File: src/rtl/countn_pkg.sv
// Shared constants and helpers for the countn counter: load clamping and
// elaboration-time parameter checks.
package countn_pkg;

    localparam int unsigned COUNTN_MAX_WIDTH = 32;

    function automatic logic [31:0] countn_clamp(input logic [31:0] value,
                                                 input logic [31:0] max_val);
        return (value > max_val) ? max_val : value;
    endfunction

    function automatic bit countn_width_ok(input int unsigned width);
        return (width >= 2) && (width <= COUNTN_MAX_WIDTH);
    endfunction

    function automatic bit countn_max_ok(input logic [31:0] max_val);
        return max_val != 32'd0;
    endfunction

    function automatic bit countn_reset_ok(input logic [31:0] reset_val,
                                           input logic [31:0] max_val);
        return reset_val <= max_val;
    endfunction

endpackage

File: src/rtl/countn_step.sv
// Combinational next-value unit for countn. Wraps at the bound by default;
// holds at the bound when COUNTN_SAT_EN is defined.
module countn_step #(
    parameter int unsigned WIDTH = 8
) (
    input  logic [WIDTH-1:0] cnt,
    input  logic             up,
    input  logic [WIDTH-1:0] max_val,
    output logic [WIDTH-1:0] nxt,
    output logic             bound
);

    always_comb begin
        bound = up ? (cnt == max_val) : (cnt == '0);
`ifdef COUNTN_SAT_EN
        if (bound) begin
            nxt = cnt;
        end else begin
            nxt = up ? (cnt + WIDTH'(1)) : (cnt - WIDTH'(1));
        end
`else
        if (bound) begin
            nxt = up ? '0 : max_val;
        end else begin
            nxt = up ? (cnt + WIDTH'(1)) : (cnt - WIDTH'(1));
        end
`endif
    end

endmodule

File: src/rtl/countn.sv
// Parametrised loadable up/down modulo-N counter with registered terminal-count
// pulse. Define COUNTN_SAT_EN for saturating instead of wrapping behaviour.
module countn
    import countn_pkg::*;
#(
    parameter int unsigned      WIDTH     = 8,
    parameter logic [WIDTH-1:0] MAX_VAL   = {WIDTH{1'b1}},
    parameter logic [WIDTH-1:0] RESET_VAL = '0
) (
    input  logic             clk,
    input  logic             res,
    input  logic             en,
    input  logic             load,
    input  logic             up,
    input  logic [WIDTH-1:0] cnt_in,
    output logic [WIDTH-1:0] cnt,
    output logic             tc
);

    if (!countn_width_ok(WIDTH)) begin : g_bad_width
        $fatal(1, "countn: WIDTH must be in 2..32");
    end
    if (!countn_max_ok(32'(MAX_VAL))) begin : g_bad_max
        $fatal(1, "countn: MAX_VAL must be at least 1");
    end
    if (!countn_reset_ok(32'(RESET_VAL), 32'(MAX_VAL))) begin : g_bad_reset
        $fatal(1, "countn: RESET_VAL must not exceed MAX_VAL");
    end

    logic [WIDTH-1:0] cnt_q, cnt_d;
    logic             tc_q, tc_d;
    logic [WIDTH-1:0] step_nxt;
    logic             step_bound;

    countn_step #(
        .WIDTH(WIDTH)
    ) u_step (
        .cnt    (cnt_q),
        .up     (up),
        .max_val(MAX_VAL),
        .nxt    (step_nxt),
        .bound  (step_bound)
    );

    // Reset is handled in the flop process; here load beats enable beats hold.
    always_comb begin
        cnt_d = cnt_q;
        tc_d  = 1'b0;
        if (load) begin
            cnt_d = WIDTH'(countn_clamp(32'(cnt_in), 32'(MAX_VAL)));
        end else if (en) begin
            cnt_d = step_nxt;
            tc_d  = step_bound;
        end
    end

    always_ff @(posedge clk) begin
        if (res) begin
            cnt_q <= RESET_VAL;
            tc_q  <= 1'b0;
        end else begin
            cnt_q <= cnt_d;
            tc_q  <= tc_d;
        end
    end

    assign cnt = cnt_q;
    assign tc  = tc_q;

endmodule

File: config.mk
export PLATFORM = sky130hd
export DESIGN_NAME = countn
export DESIGN_NICKNAME = d
export VERILOG_FILES = /design/src/rtl/countn_pkg.sv /design/src/rtl/countn_step.sv /design/src/rtl/countn.sv
export SDC_FILE = /design/constraint.sdc
export NUM_CORES = 1
export LEC_CHECK = 0
export ABC_AREA = 1
export BUFFER_PORTS_ARGS = -buffer_cell sky130_fd_sc_hd__buf_2
export CAP_MARGIN = 0
export CORE_MARGIN = 5
export CORE_UTILIZATION = 53
export CTS_CLUSTER_DIAMETER = 80
export CTS_CLUSTER_SIZE = 14
export DETAILED_ROUTE_END_ITERATION = 7
export PLACE_DENSITY = 0.82
export SETUP_SLACK_MARGIN = 0.4
export SYNTH_ARGS = -nofsm -noshare
export SYNTH_HDL_FRONTEND = slang
export SYNTH_SLANG_ARGS = --single-unit
export TNS_END_PERCENT = 10
File: constraint.sdc
create_clock -name clk -period 2.5 [get_ports clk]
set_input_delay 0.375 -clock clk [delete_from_list [all_inputs] [get_ports clk]]
set_output_delay 0.375 -clock clk [all_outputs]
set_load 0.1 [all_outputs]
; ---- Yosys cells after proc, flatten, opt, wreduce, memory -nomap -nowiden
; Cells that the tools add are included.
[totals]
ff_bits = 9
input_bits = 13
output_inout_bits = 9
word_cells = 15
[op_classes]
addsub = 2
eq_ne = 1
mux = 6
bitwise = 1
n_reduce_logical = 3
[op_table]
columns = op, n
row1 = 2-to-1 mux 8 bit, 5
row2 = adder 8 x 1 -> 8 bit (second input constant), 1
row3 = equality test 8 bit (second input constant), 1
row4 = logical NOT 8 bit, 1
row5 = subtractor 8 x 1 -> 8 bit (second input constant), 1
row6 = OR reduction 3 bit, 1
row7 = nonzero test 2 bit, 1
row8 = 2-to-1 mux 1 bit, 1
row9 = NOT 1 bit, 1

; ---- Logic depth before layout (Yosys ltp)
; Gate-level depths: netlist of run 1.
[logic_depth]
depth_word = 5
mapped_depth = 11
mapped_depth_nobuf = 11

; ---- Modules after synthesis
; Synthesis of run 1 repeated with hierarchy kept, for this count alone.
[unflattened]
cells_unflattened = 191
hier_area_um2 = 1093.5
[modules_own_cells]
columns = mod, n_inst, cells_per_inst, area_per_inst_um2, seq_area_each_um2
row1 = countn_step, 1, 126, 654.4, 0.0
row2 = countn, 1, 65, 439.2, 180.2

; ---- Least setup slack after synthesis of run 1
; Ideal clock, no wire load.
[synth_path]
path_kind = reg2reg
from = register cnt_q[3] (netlist: cnt[3])
to = register cnt_q[6] (netlist: cnt[6])
setup_time_ns = 0.125
arrival_ns = 2.114
t_required_ns = 2.375
slack_ns = 0.261
stages_incl_launch_ff = 9
path_buffers = 0
synth_period_minus_slack_ns = 2.239
path_cell_list = dfxtp_1 > ha_1 > a21oi_1 > nand2_1 > nand3_1 > nand2_1 > or2_2 > nand3_1 > a21oi_1
[synth_via]
elab_chain_len = 5
[synth_lines]
columns = element, line
row1 = start: declaration, countn.sv:30  ; logic [WIDTH-1:0] cnt_q, cnt_d;
row2 = start signal: assignment, countn.sv:62  ; cnt_q <= cnt_d;
row3 = subtractor 8 x 1 -> 8 bit (tied with other cells), countn_step.sv:25  ; nxt = up ? (cnt + WIDTH'(1)) : (cnt - WIDTH'(1));
row4 = 2-to-1 mux 8 bit / 2-to-1 mux 1 bit (equally long branches), "countn_step.sv:25, countn_step.sv:14"
row5 = 2-to-1 mux 8 bit *, countn_step.sv:22  ; if (bound) begin
row6 = 2-to-1 mux 8 bit *, countn.sv:51  ; end else if (en) begin
row7 = 2-to-1 mux 8 bit *, countn.sv:49  ; if (load) begin
; Mark *: on every way between the ends. The rest lies on a longest branch, timed or not. The select of a mux whose other input is x is not followed.
; A chain may end at the register's enable or synchronous reset.

; ---- Worst setup path after layout of run 1
[layout_path]
from = input port up
to = register cnt_q[6] (netlist: cnt[6])
[layout_via]
elab_chain_len = 4
[layout_lines]
columns = element, line
row1 = start: declaration, countn.sv:14  ; input logic up,
row2 = 2-to-1 mux 8 bit (tied with other cells), countn_step.sv:25
row3 = 2-to-1 mux 8 bit *, countn_step.sv:22
row4 = 2-to-1 mux 8 bit *, countn.sv:51
row5 = 2-to-1 mux 8 bit *, countn.sv:49
; Marked as above.

==> metrics.cfg, run 1 <==
[timing]
fin_tns_setup_ns=0
grt_setup_unrepaired=no
fin_skew_ns=0.000941
timing.hold.ws_ns=0.308
finalMaxSlewViolations=0
layout_worst_path_cycle_share_pct=67.9
setup_violations=0
achievable-frequency_ghz=0.589
final_critical_path_setup_slack_ns=0.801
timing.final.hold_violations=0
post-route-min-period_ns=1.70
worst-slew-pin-transition_ns=0.488
slew_headroom_pct=67.7

[floorplanning]
floorplan.io_pins=22
starting_utilization_of_the_core_area_pct=56.3
dieHeight_um=47.4
core.rowCount=13
coreArea_um2=1320
dieArea_um2=2250
die-width_um=47.4

[finish]
area.growth.synth_to_final_pct=20.7
finish.utilization_pct=68.0
post_route_cells_drive_above_1_share_pct=24.3
finalNetCount=157
layout.cells.non_filler=151
layout.area.seq_um2=184
final.fill_count=136
multi_input_comb_area_um2=520
layout.cell_area.non_filler_um2=896
antennaDiodeCount=0

[clock_tree]
cts.repair.resized=0
cts.sinks=9
insertion_delay_ns=0.26
cts_root_buf=clkbuf_4
cts_tree=yes
cts-buffers-inserted=3
cts.repair_timing.setup_buffer_count=0
cts_buffer_depth=2
hold_buffers=0
clk_pin_slew_worst_paths_ns=0.06
cts_htree_levels=1

[logic_synthesis]
yosysSeqAreaShare_pct=24.3
synth_ff_type=dfxtp_1
yosysWarnings=0
post-synth-top-area-fraction_pct=24.3
post_synth_edffs=0
synth_seq_cells=9
synthesis.instances=111
postSynthNetCount=131
synthesis.area_um2=742
synth.distinct_cells=22
post_synth_arst_share_pct=0
avgSynthCellArea_um2=6.68
synth.top_cells.by_area=dfxtp_1 (24%), nand2_1 (15%), ha_1 (10%)
synth.largest_area_cell=dfxtp_1

[power_and_ir_drop]
irDropWorstVdd_uv=311
power_density_nw_per_um2=612
power_leakage_nw=0.484
power.total_uw=548

[global_routing]
grt_pass1_vias=706
grt_overflow_total=0
antenna_violations_before_repair=0
grt_first_pass_wirelength_mm=2.89
grt_start_max_net_pins=9
global_route.usage.total_pct=17.9

[hold_path]
number_of_instances_on_the_worst_hold_path=2
min-delay-path-class=in -> reg
hold_end=cnt[2]$_SDFFE_PP0P_
hold_path_startpoint=res

[job]
max_cap_violations=0

[detailed_routing]
drt-pass1-iter-count=4
avgViaCountPerCell=5.62
met1Wirelength_um=752
first_drt_iteration_drcs=18
final_antenna_net_count=0
detailroute.wirelength.met2_um=882
avgRoutedWirePerCell_um=12.1
wl_mm=1.83
route.top_layer_used=met4
route.detailed.drc=0
met3RoutedLength_um=173
route.vias.total=848

[worst_setup_path]
critPathRequiredTime_ns=2.64
worstSetupPathType=in -> reg
worst_setup_path_start_kind=input port
critical_path.reg2reg.endpoint=cnt[6]$_SDFFE_PP0P_
cp-end-kind=flip-flop
r2r_slack_ns=0.82
critical_path.reg2reg.startpoint=cnt[0]$_SDFFE_PP0P_
r2r.worst_path.cells=8
crit_arrival_ns=1.84
crit_path_max_fanout=8

[placed_design]
numPortBuffers=21
numPlacedInstances=147
globalplace.congestion=0.883
place_area_um2=870
hpwlAfterDp_mm=1.54
place_ws_ns=0.528

[run_status]
run_status=complete, no violations

==> worst max-delay path, stage by stage <==
cell	delay [ns]
buf_2	0.12
inv_1	0.24
ha_1	0.33
a21oi_1	0.15
nand2_1	0.09
nand3_1	0.07
nand2_1	0.06
or2_2	0.27
nand3_1	0.07
a21oi_1	0.06
==> power by group <==
part / internal [mW] / switching (mW)
logic: 0.0766 / 0.181
clock network: 0.0616 / 0.0521
registers: 0.157 / 0.0198
total: 0.295 / 0.253
==> sequential cells by signal, summed over array words and instances (netlist names) <==
| register | cells |
|---|---|
| cnt | 8 |
| tc | 1 |
==> final cells by class <==
class                   count  share of cell area, %
well taps                  15                   2.09
flip-flops and latches      9                   20.5
multi-input cells          91                   58.1
inverters                  11                   4.61
repair buffers             21                   11.7
clock buffers               4                   2.93
==> layout by cell type, fill, tap and decap left out <==
master	netlist	final
a21o_1	1	1
a21oi_1	9	9
a22oi_1	1	1
buf_2	0	21
clkbuf_1	0	1
clkbuf_4	0	3
dfxtp_1	9	6
dfxtp_2	0	3
fa_1	1	1
ha_1	6	6
inv_1	11	11
nand2_1	30	30
nand3_1	8	8
nand3b_1	1	1
nor2_1	15	15
nor2_2	1	1
nor3_1	2	2
nor3_4	1	1
o21ai_0	2	2
o21ai_2	1	1
o221ai_1	5	5
or2_1	1	1
or2_2	2	2
or2_4	1	1
xnor2_1	2	2
xor2_1	1	1
==> cell families (layout without fill, tap and decap cells) <==
logic type | Yosys count | after routing | share of synthesized area [%]
compound gates | 19 | 19 | 16.5
xor+xnor | 3 | 3 | 3.54
fa+ha+maj | 7 | 7 | 12.8
buf+inv | 11 | 36 | 5.56
flops | 9 | 9 | 24.3
simple gates | 62 | 62 | 37.3
==> cell usage after synthesis (2+ instances only) <==
master	number
xnor2_1	2
ha_1	6
a21oi_1	9
nor2_1	15
o21ai_0	2
nand3_1	8
nand2_1	30
or2_2	2
o221ai_1	5
nor3_1	2
inv_1	11
dfxtp_1	9
==> how the worst max path moves through the flow <==
stage	startpoint	to	slack, ns	cells past startpoint
final	up	cnt[6]$_SDFFE_PP0P_	0.80	10
after global routing	up	cnt[7]$_SDFFE_PP0P_	0.59	12
after CTS	up	cnt[6]$_SDFFE_PP0P_	0.82	10
after detailed placement	up	cnt[6]$_SDFFE_PP0P_	0.53	10
after global placement	up	cnt[6]$_SDFFE_PP0P_	0.60	10
after floorplan	cnt[4]$_SDFFE_PP0P_	cnt[7]$_SDFFE_PP0P_	0.39	10
==> metal layers <==
metal	track usage (%)	vias up
li1	-	427
met1	21.6	386
met2	28.9	31
met3	6.77	4
met4	6.63	0
met5	0	-
No activity file was read; power rests on OpenSTA's default activity.
==> run 2, diff against run 1 <==
--- a/config.mk
+++ b/config.mk
@@ -5,15 +5,15 @@
 export SDC_FILE = /design/constraint.sdc
 export NUM_CORES = 1
 export LEC_CHECK = 0
-export ABC_AREA = 1
+export ABC_AREA = 0
 export BUFFER_PORTS_ARGS = -buffer_cell sky130_fd_sc_hd__buf_2
 export CAP_MARGIN = 0
 export CORE_MARGIN = 5
-export CORE_UTILIZATION = 53
+export CORE_UTILIZATION = 44
 export CTS_CLUSTER_DIAMETER = 80
 export CTS_CLUSTER_SIZE = 14
 export DETAILED_ROUTE_END_ITERATION = 7
-export PLACE_DENSITY = 0.82
+export PLACE_DENSITY = 0.73
 export SETUP_SLACK_MARGIN = 0.4
 export SYNTH_ARGS = -nofsm -noshare
 export SYNTH_HDL_FRONTEND = slang
==> constraint.sdc (replaced) <==
create_clock -name clk -period 1.5 [get_ports clk]
set_input_delay 0.225 -clock clk [delete_from_list [all_inputs] [get_ports clk]]
set_output_delay 0.225 -clock clk [all_outputs]
set_load 0.1 [all_outputs]
==> metrics.cfg, run 2 <==
[detailed_routing]
route.vias.total=918  ; was 848
avgRoutedWirePerCell_um=17.9  ; was 12.1 um
drt-pass1-iter-count=4  ; unchanged
route.detailed.drc=0  ; unchanged
avgViaCountPerCell=5.77  ; was 5.62
final_antenna_net_count=0  ; unchanged
first_drt_iteration_drcs=21  ; was 18
wl_mm=2.85  ; was 1.83 mm

[timing]
fin_skew_ns=0.00643  ; was 0.000941 ns
worst-slew-pin-transition_ns=0.290  ; was 0.488 ns
final_critical_path_setup_slack_ns=-0.297  ; was 0.801 ns
achievable-frequency_ghz=0.556
slew_headroom_pct=80.6  ; was 67.7%
grt_setup_unrepaired=yes  ; was no
post-route-min-period_ns=1.80
finalMaxSlewViolations=0  ; unchanged
setup_violations=6  ; was 0
timing.final.hold_violations=0  ; unchanged
layout_worst_path_cycle_share_pct=120
timing.hold.ws_ns=0.200  ; was 0.308 ns

[finish]
mostFrequentLayoutCells=buf_4 (25), nor2_1 (19), a21oi_1 (12), buf_2 (12)  ; was nand2_1 (30), buf_2 (21), nor2_1 (15), inv_1 (11), a21oi_1 (9)
multi_input_comb_area_um2=634  ; was 520 um^2
finalNetCount=164  ; was 157
layout.cells.non_filler=159  ; was 151
layout_commonest_cell=buf_4  ; was nand2_1
post_route_cells_drive_above_1_share_pct=55.9  ; was 24.3%
largest_reg_flops=8  ; unchanged
area.growth.synth_to_final_pct=79.8  ; was 20.7%
layout.area.seq_um2=205  ; was 184 um^2
final.fill_count=94  ; was 136
finish.utilization_pct=85.4  ; was 68.0%
layout.cell_area.non_filler_um2=1320  ; was 896 um^2
antennaDiodeCount=0  ; unchanged

[power_and_ir_drop]
power_density_nw_per_um2=836  ; was 612 nW/um^2
power_frac_clock_pct=18.3  ; was 20.7%
irDropWorstVdd_uv=549  ; was 311 uV
p_int_uw=629  ; was 295 uW
power_leakage_nw=0.578  ; was 0.484 nW
combinationalPowerShare_pct=55.9  ; was 47.0%
power.sequential.fraction_pct=25.8  ; was 32.3%
power.switching_fraction_pct=42.8  ; was 46.1%
power.switching_uw=471  ; was 253 uW

[clock_tree]
cts_htree_levels=1  ; unchanged
cts.sinks=9  ; unchanged
clk_pin_slew_worst_paths_ns=0.07  ; was 0.06 ns
hold_buffers=0  ; unchanged
cts_tree=yes  ; unchanged
cts_root_buf=clkbuf_4  ; unchanged
cts-buffers-inserted=3  ; unchanged
cts_buffer_depth=2  ; unchanged
insertion_delay_ns=0.27  ; was 0.26 ns

[worst_setup_path]
crit_slowest_cell=dfxtp_4  ; was ha_1
crit_chain=ha_4 > a211oi_4 > o31ai_4 > a31oi_2 > mux2_4 > a211oi_2  ; was buf_2 > inv_1 > ha_1 > a21oi_1 > nand2_1 > nand3_1 > nand2_1 > or2_2 > nand3_1 > a21oi_1
worstSetupPathType=reg -> reg  ; was in -> reg
cp-end-kind=flip-flop  ; unchanged
worst_setup_path_start_kind=flip-flop  ; was input port
crit_path_max_incr_delay_ns=0.36  ; was 0.33 ns
crit_arrival_ns=1.98  ; was 1.84 ns
critPathRequiredTime_ns=1.69  ; was 2.64 ns
crit_path_max_fanout=3  ; was 8

[logic_synthesis]
avgSynthCellArea_um2=7.62  ; was 6.68 um^2
synthesis.instances=96  ; was 111
yosysSeqAreaShare_pct=24.6  ; was 24.3%
postSynthNetCount=116  ; was 131
synth_ff_type=dfxtp_1  ; unchanged
post_synth_edffs=0  ; unchanged
synth.largest_area_cell=dfxtp_1  ; unchanged
synth.top_cells.by_area=dfxtp_1 (25%), a21oi_1 (10%), ha_1 (10%)  ; was dfxtp_1 (24%), nand2_1 (15%), ha_1 (10%)
post-synth-top-count-cell=nor2_1  ; was nand2_1
synth_seq_cells=9  ; unchanged
synth.distinct_cells=27  ; was 22
post_synth_arst_share_pct=0  ; unchanged
post-synth-top-area-fraction_pct=24.6  ; was 24.3%
post_synth_most_frequent_cells=nor2_1 (20), a21oi_1 (15), dfxtp_1 (9)  ; was nand2_1 (30), nor2_1 (15), inv_1 (11)
yosysWarnings=0  ; unchanged
synthesis.area_um2=732  ; was 742 um^2

[global_routing]
global_route.usage.total_pct=19.3  ; was 17.9%
grt_first_pass_wirelength_mm=3.84  ; was 2.89 mm
grt_start_max_net_pins=18  ; was 9
grt_overflow_total=0  ; unchanged
grt_pass1_vias=886  ; was 706
antenna_violations_before_repair=0  ; unchanged

[floorplanning]
dieArea_um2=2580  ; was 2250 um^2
coreArea_um2=1540  ; was 1320 um^2
dieHeight_um=50.8  ; was 47.4 um
starting_utilization_of_the_core_area_pct=47.5  ; was 56.3%
die-width_um=50.8  ; was 47.4 um
core.rowCount=14  ; was 13
floorplan.io_pins=22  ; unchanged

[placed_design]
numPlacedInstances=152  ; was 147
place_area_um2=1080  ; was 870 um^2
hpwlAfterDp_mm=1.74  ; was 1.54 mm
numPortBuffers=21  ; unchanged
globalplace.congestion=0.821  ; was 0.883
place_ws_ns=-0.530  ; was 0.528 ns

[hold_path]
min-delay-path-class=in -> reg  ; unchanged

[run_status]
run_status=finished with violations  ; was complete, no violations
failed_checks=negative setup slack

[job]
max_cap_violations=0  ; unchanged

[run 2: metal layers]
layer / up-vias / track usage, % / part of all wire (%)
li1: 434 / - / -
met1: 422 / 20.2 / 37
met2: 51 / 36.0 / 54
met3: 11 / 5.03 / 6.4
met4: 0 / 7.23 / 3.0
met5: - / 0 / 0
[run 2: final cells by class]
cell class,instances,area share (%)
Clock buffer,4,2.00
Inverter,3,1.14
Multi-Input combinational cell,79,48.2
Sequential cell,9,15.6
Tap cell,16,1.52
Timing Repair Buffer,48,31.6
[run 2: kinds of logic after synthesis]
family	Yosys count	share of synthesized area [%]
buffers and inverters	8	4.27
multiplexers	1	2.05
flip-flops	9	24.6
adder cells (fa/ha/maj)	7	13.0
AND/OR/NAND/NOR	38	23.1
AO/OA/AOI/OAI	27	25.8
XOR/XNOR	6	7.18
[run 2: critical path: cells and delay by family (launching register included)]
| kind | cells | cell delay (ns) |
|---|---|---|
| flip-flops | 1 | 0.36 |
| AO/OA/AOI/OAI | 4 | 0.79 |
| multiplexers | 1 | 0.32 |
| adder cells (fa/ha/maj) | 1 | 0.25 |
[run 2: path summary, 6_finish.rpt]
kind	startpoint	endpoint	slack, ns	depth (start not counted)
worst max-delay path	cnt[1]$_SDFFE_PP0P_	cnt[7]$_SDFFE_PP0P_	-0.30	6
worst min-delay path	cnt_in[0]	cnt[0]$_SDFFE_PP0P_	0.20	3
worst max register to register	cnt[1]$_SDFFE_PP0P_	cnt[7]$_SDFFE_PP0P_	-0.30	6
worst min register to register	cnt[5]$_SDFFE_PP0P_	tc$_SDFF_PP0_	0.69	3
[run 2: timing repair]
action / CTS / global route
endpoints found under the setup margin: 17 / 17
buffers inserted: 2 / 1
pin swaps: 1 / 3
gates resized for setup: 21 / 30
[run 2: power by group through the flow]
| stage | registers [mW] | clock network, mW | logic, mW |
|---|---|---|---|
| final | 0.284 | 0.202 | 0.615 |
| after floorplan | 0.421 | 0 | 0.206 |
| after global placement | 0.282 | 0 | 0.482 |
| after global routing | 0.287 | 0.225 | 0.646 |
| after CTS | 0.281 | 0.201 | 0.543 |
| after detailed placement | 0.283 | 0 | 0.494 |
[run 2: through the flow]
step	power [mW]	TNS, ns
floorplan	0.627	-1.84
global placement	0.764	-1.82
detailed placement	0.777	-2.12
CTS	1.03	-0.368
global route	1.16	-1.24
finish	1.10	-0.684
==> run 3, diff against run 2 <==
--- a/config.mk
+++ b/config.mk
@@ -14,7 +14,9 @@
 export CTS_CLUSTER_SIZE = 14
 export DETAILED_ROUTE_END_ITERATION = 7
 export PLACE_DENSITY = 0.73
+export RECOVER_POWER = 25
 export SETUP_SLACK_MARGIN = 0.4
+export SKIP_CTS_REPAIR_TIMING = 1
 export SYNTH_ARGS = -nofsm -noshare
 export SYNTH_HDL_FRONTEND = slang
 export SYNTH_SLANG_ARGS = --single-unit
==> metrics.cfg, run 3 (synthesis results as in run 2) <==
[run_status]
run_status=finished with violations  ; unchanged
failed_checks=negative setup slack  ; unchanged

[floorplanning]
dieArea_um2=2580  ; unchanged
die-width_um=50.8  ; unchanged
floorplan.io_pins=22  ; unchanged
coreArea_um2=1540  ; unchanged
dieHeight_um=50.8  ; unchanged
core.rowCount=14  ; unchanged
starting_utilization_of_the_core_area_pct=47.5  ; unchanged

[timing]
worst-slew-pin-transition_ns=0.544  ; was 0.290 ns
timing.hold.ws_ns=0.195  ; was 0.200 ns
final_critical_path_setup_slack_ns=-0.265  ; was -0.297 ns
achievable-frequency_ghz=0.567  ; was 0.556 GHz
setup_violations=8  ; was 6
timing.final.hold_violations=0  ; unchanged
slew_headroom_pct=63.9  ; was 80.6%
grt_setup_unrepaired=yes  ; unchanged
fin_skew_ns=0.00465  ; was 0.00643 ns
post-route-min-period_ns=1.77  ; was 1.80 ns
layout_worst_path_cycle_share_pct=118  ; was 120%
finalMaxSlewViolations=0  ; unchanged

[global_routing]
grt_start_max_net_pins=18  ; unchanged
antenna_violations_before_repair=0  ; unchanged
global_route.usage.total_pct=17.8  ; was 19.3%
grt_pass1_vias=827  ; was 886
grt_first_pass_wirelength_mm=3.58  ; was 3.84 mm
grt_overflow_total=0  ; unchanged

[power_and_ir_drop]
irDropWorstVdd_uv=505  ; was 549 uV
power_density_nw_per_um2=828  ; was 836 nW/um^2
power.total_mw=1.07  ; was 1.10 mW
power_leakage_nw=0.575  ; was 0.578 nW

[detailed_routing]
first_drt_iteration_drcs=24  ; was 21
avgRoutedWirePerCell_um=16.3  ; was 17.9 um
drt-pass1-iter-count=4  ; unchanged
route.vias.total=895  ; was 918
wl_mm=2.60  ; was 2.85 mm
avgViaCountPerCell=5.63  ; was 5.77
route.detailed.drc=0  ; unchanged
final_antenna_net_count=0  ; unchanged

[finish]
antennaDiodeCount=0  ; unchanged
area.growth.synth_to_final_pct=76.9  ; was 79.8%
post_route_cells_drive_above_1_share_pct=54.5  ; was 55.9%
finish.utilization_pct=84.0  ; was 85.4%
finalNetCount=164  ; unchanged
layout_commonest_cell=buf_4  ; unchanged
mostFrequentLayoutCells=buf_4 (24), nor2_1 (19), a21oi_1 (13), buf_2 (13)  ; was buf_4 (25), nor2_1 (19), a21oi_1 (12), buf_2 (12)
largest_reg_flops=8  ; unchanged

[placed_design]
globalplace.congestion=0.821  ; unchanged
place_ws_ns=-0.530  ; unchanged
numPortBuffers=21  ; unchanged
hpwlAfterDp_mm=1.74  ; unchanged

[hold_path]
min-delay-path-class=in -> reg  ; unchanged
number_of_instances_on_the_worst_hold_path=3  ; unchanged
hold_path_startpoint=cnt_in[0]  ; unchanged
hold_end=cnt[0]$_SDFFE_PP0P_  ; unchanged

[clock_tree]
cts_tree=yes  ; unchanged
clk_pin_slew_worst_paths_ns=0.07  ; about the same
cts.sinks=9  ; unchanged
cts_buffer_depth=2  ; unchanged
cts_htree_levels=1  ; unchanged
insertion_delay_ns=0.27  ; about the same
cts_root_buf=clkbuf_4  ; unchanged
cts-buffers-inserted=3  ; unchanged

[worst_setup_path]
crit_chain=ha_4 > a211oi_4 > o31ai_4 > a31oi_2 > mux2_4 > a211oi_2  ; unchanged
crit_path_max_fanout=3  ; unchanged
worstSetupPathType=reg -> reg  ; unchanged
crit_arrival_ns=1.95  ; was 1.98 ns
critical_path.reg2reg.startpoint=cnt[1]$_SDFFE_PP0P_  ; unchanged
cp-end-kind=flip-flop  ; unchanged
critical_path.reg2reg.endpoint=cnt[7]$_SDFFE_PP0P_  ; unchanged
r2r_slack_ns=-0.27  ; was -0.30 ns
crit_slowest_cell=dfxtp_4  ; unchanged
worst_setup_path_start_kind=flip-flop  ; unchanged
crit_path_max_incr_delay_ns=0.36  ; about the same
critPathRequiredTime_ns=1.68  ; was 1.69 ns
r2r.worst_path.cells=6  ; unchanged

[job]
max_cap_violations=0  ; unchanged

run 3: cell types whose count changed in the layout (fill, tap and decap cells not counted), sizes merged:
cell / change
buf: -2
clkbuf: +2
run 3: how the worst max path moves through the flow:
stage                              from                   to  slack [ns]  depth (start not counted)
floorplan           cnt[1]$_SDFFE_PP0P_  cnt[7]$_SDFFE_PP0P_       -0.36                          6
global placement                     up  cnt[7]$_SDFFE_PP0P_       -0.45                          8
detailed placement                   up  cnt[7]$_SDFFE_PP0P_       -0.53                          8
CTS                                  up  cnt[7]$_SDFFE_PP0P_       -0.24                          8
global route        cnt[1]$_SDFFE_PP0P_  cnt[7]$_SDFFE_PP0P_       -0.31                          6
finish              cnt[1]$_SDFFE_PP0P_  cnt[7]$_SDFFE_PP0P_       -0.27                          6
run 3: report_power, final:
group          switching [mW]  total [mW]  internal (mW)
clock                  0.0944       0.197          0.103
combinational           0.338       0.593          0.254
sequential             0.0244       0.282          0.257
total                   0.457        1.07          0.615
run 3: metrics by stage:
step / cells / TNS [ns] / cell area [um^2]
after global placement: 152 / -1.82 / 1080
after floorplan: 96 / -1.84 / 793
final: 159 / -0.745 / 1290
after detailed placement: 152 / -2.12 / 1080
after CTS: 156 / -0.732 / 1100
after global routing: 159 / -1.31 / 1290
run 3: layer usage:
| layer | global-route usage (%) | wire (um) | up-vias |
|---|---|---|---|
| li1 | - | - | 438 |
| met1 | 20.1 | 1000 | 413 |
| met2 | 33.7 | 1420 | 39 |
| met3 | 3.55 | 143 | 5 |
| met4 | 3.83 | 28 | 0 |
| met5 | 0 | 0 | - |
run 3: area by class of cell:
| class | instances | area (um^2) |
|---|---|---|
| timing repair buffer | 48 | 394 |
| inverter | 3 | 15.0 |
| multi-input combinational | 79 | 636 |
| clock buffer | 4 | 26.3 |
| tap | 16 | 20.0 |
| fill | 103 | 246 |
| sequential | 9 | 204 |
run 3: worst max-delay path, delay by kind of cell (launching register included):
kind                     cells  cell delay (ns)
AO/OA/AOI/OAI                4             0.76
adder cells (fa/ha/maj)      1             0.22
multiplexers                 1             0.32
flip-flops                   1             0.36
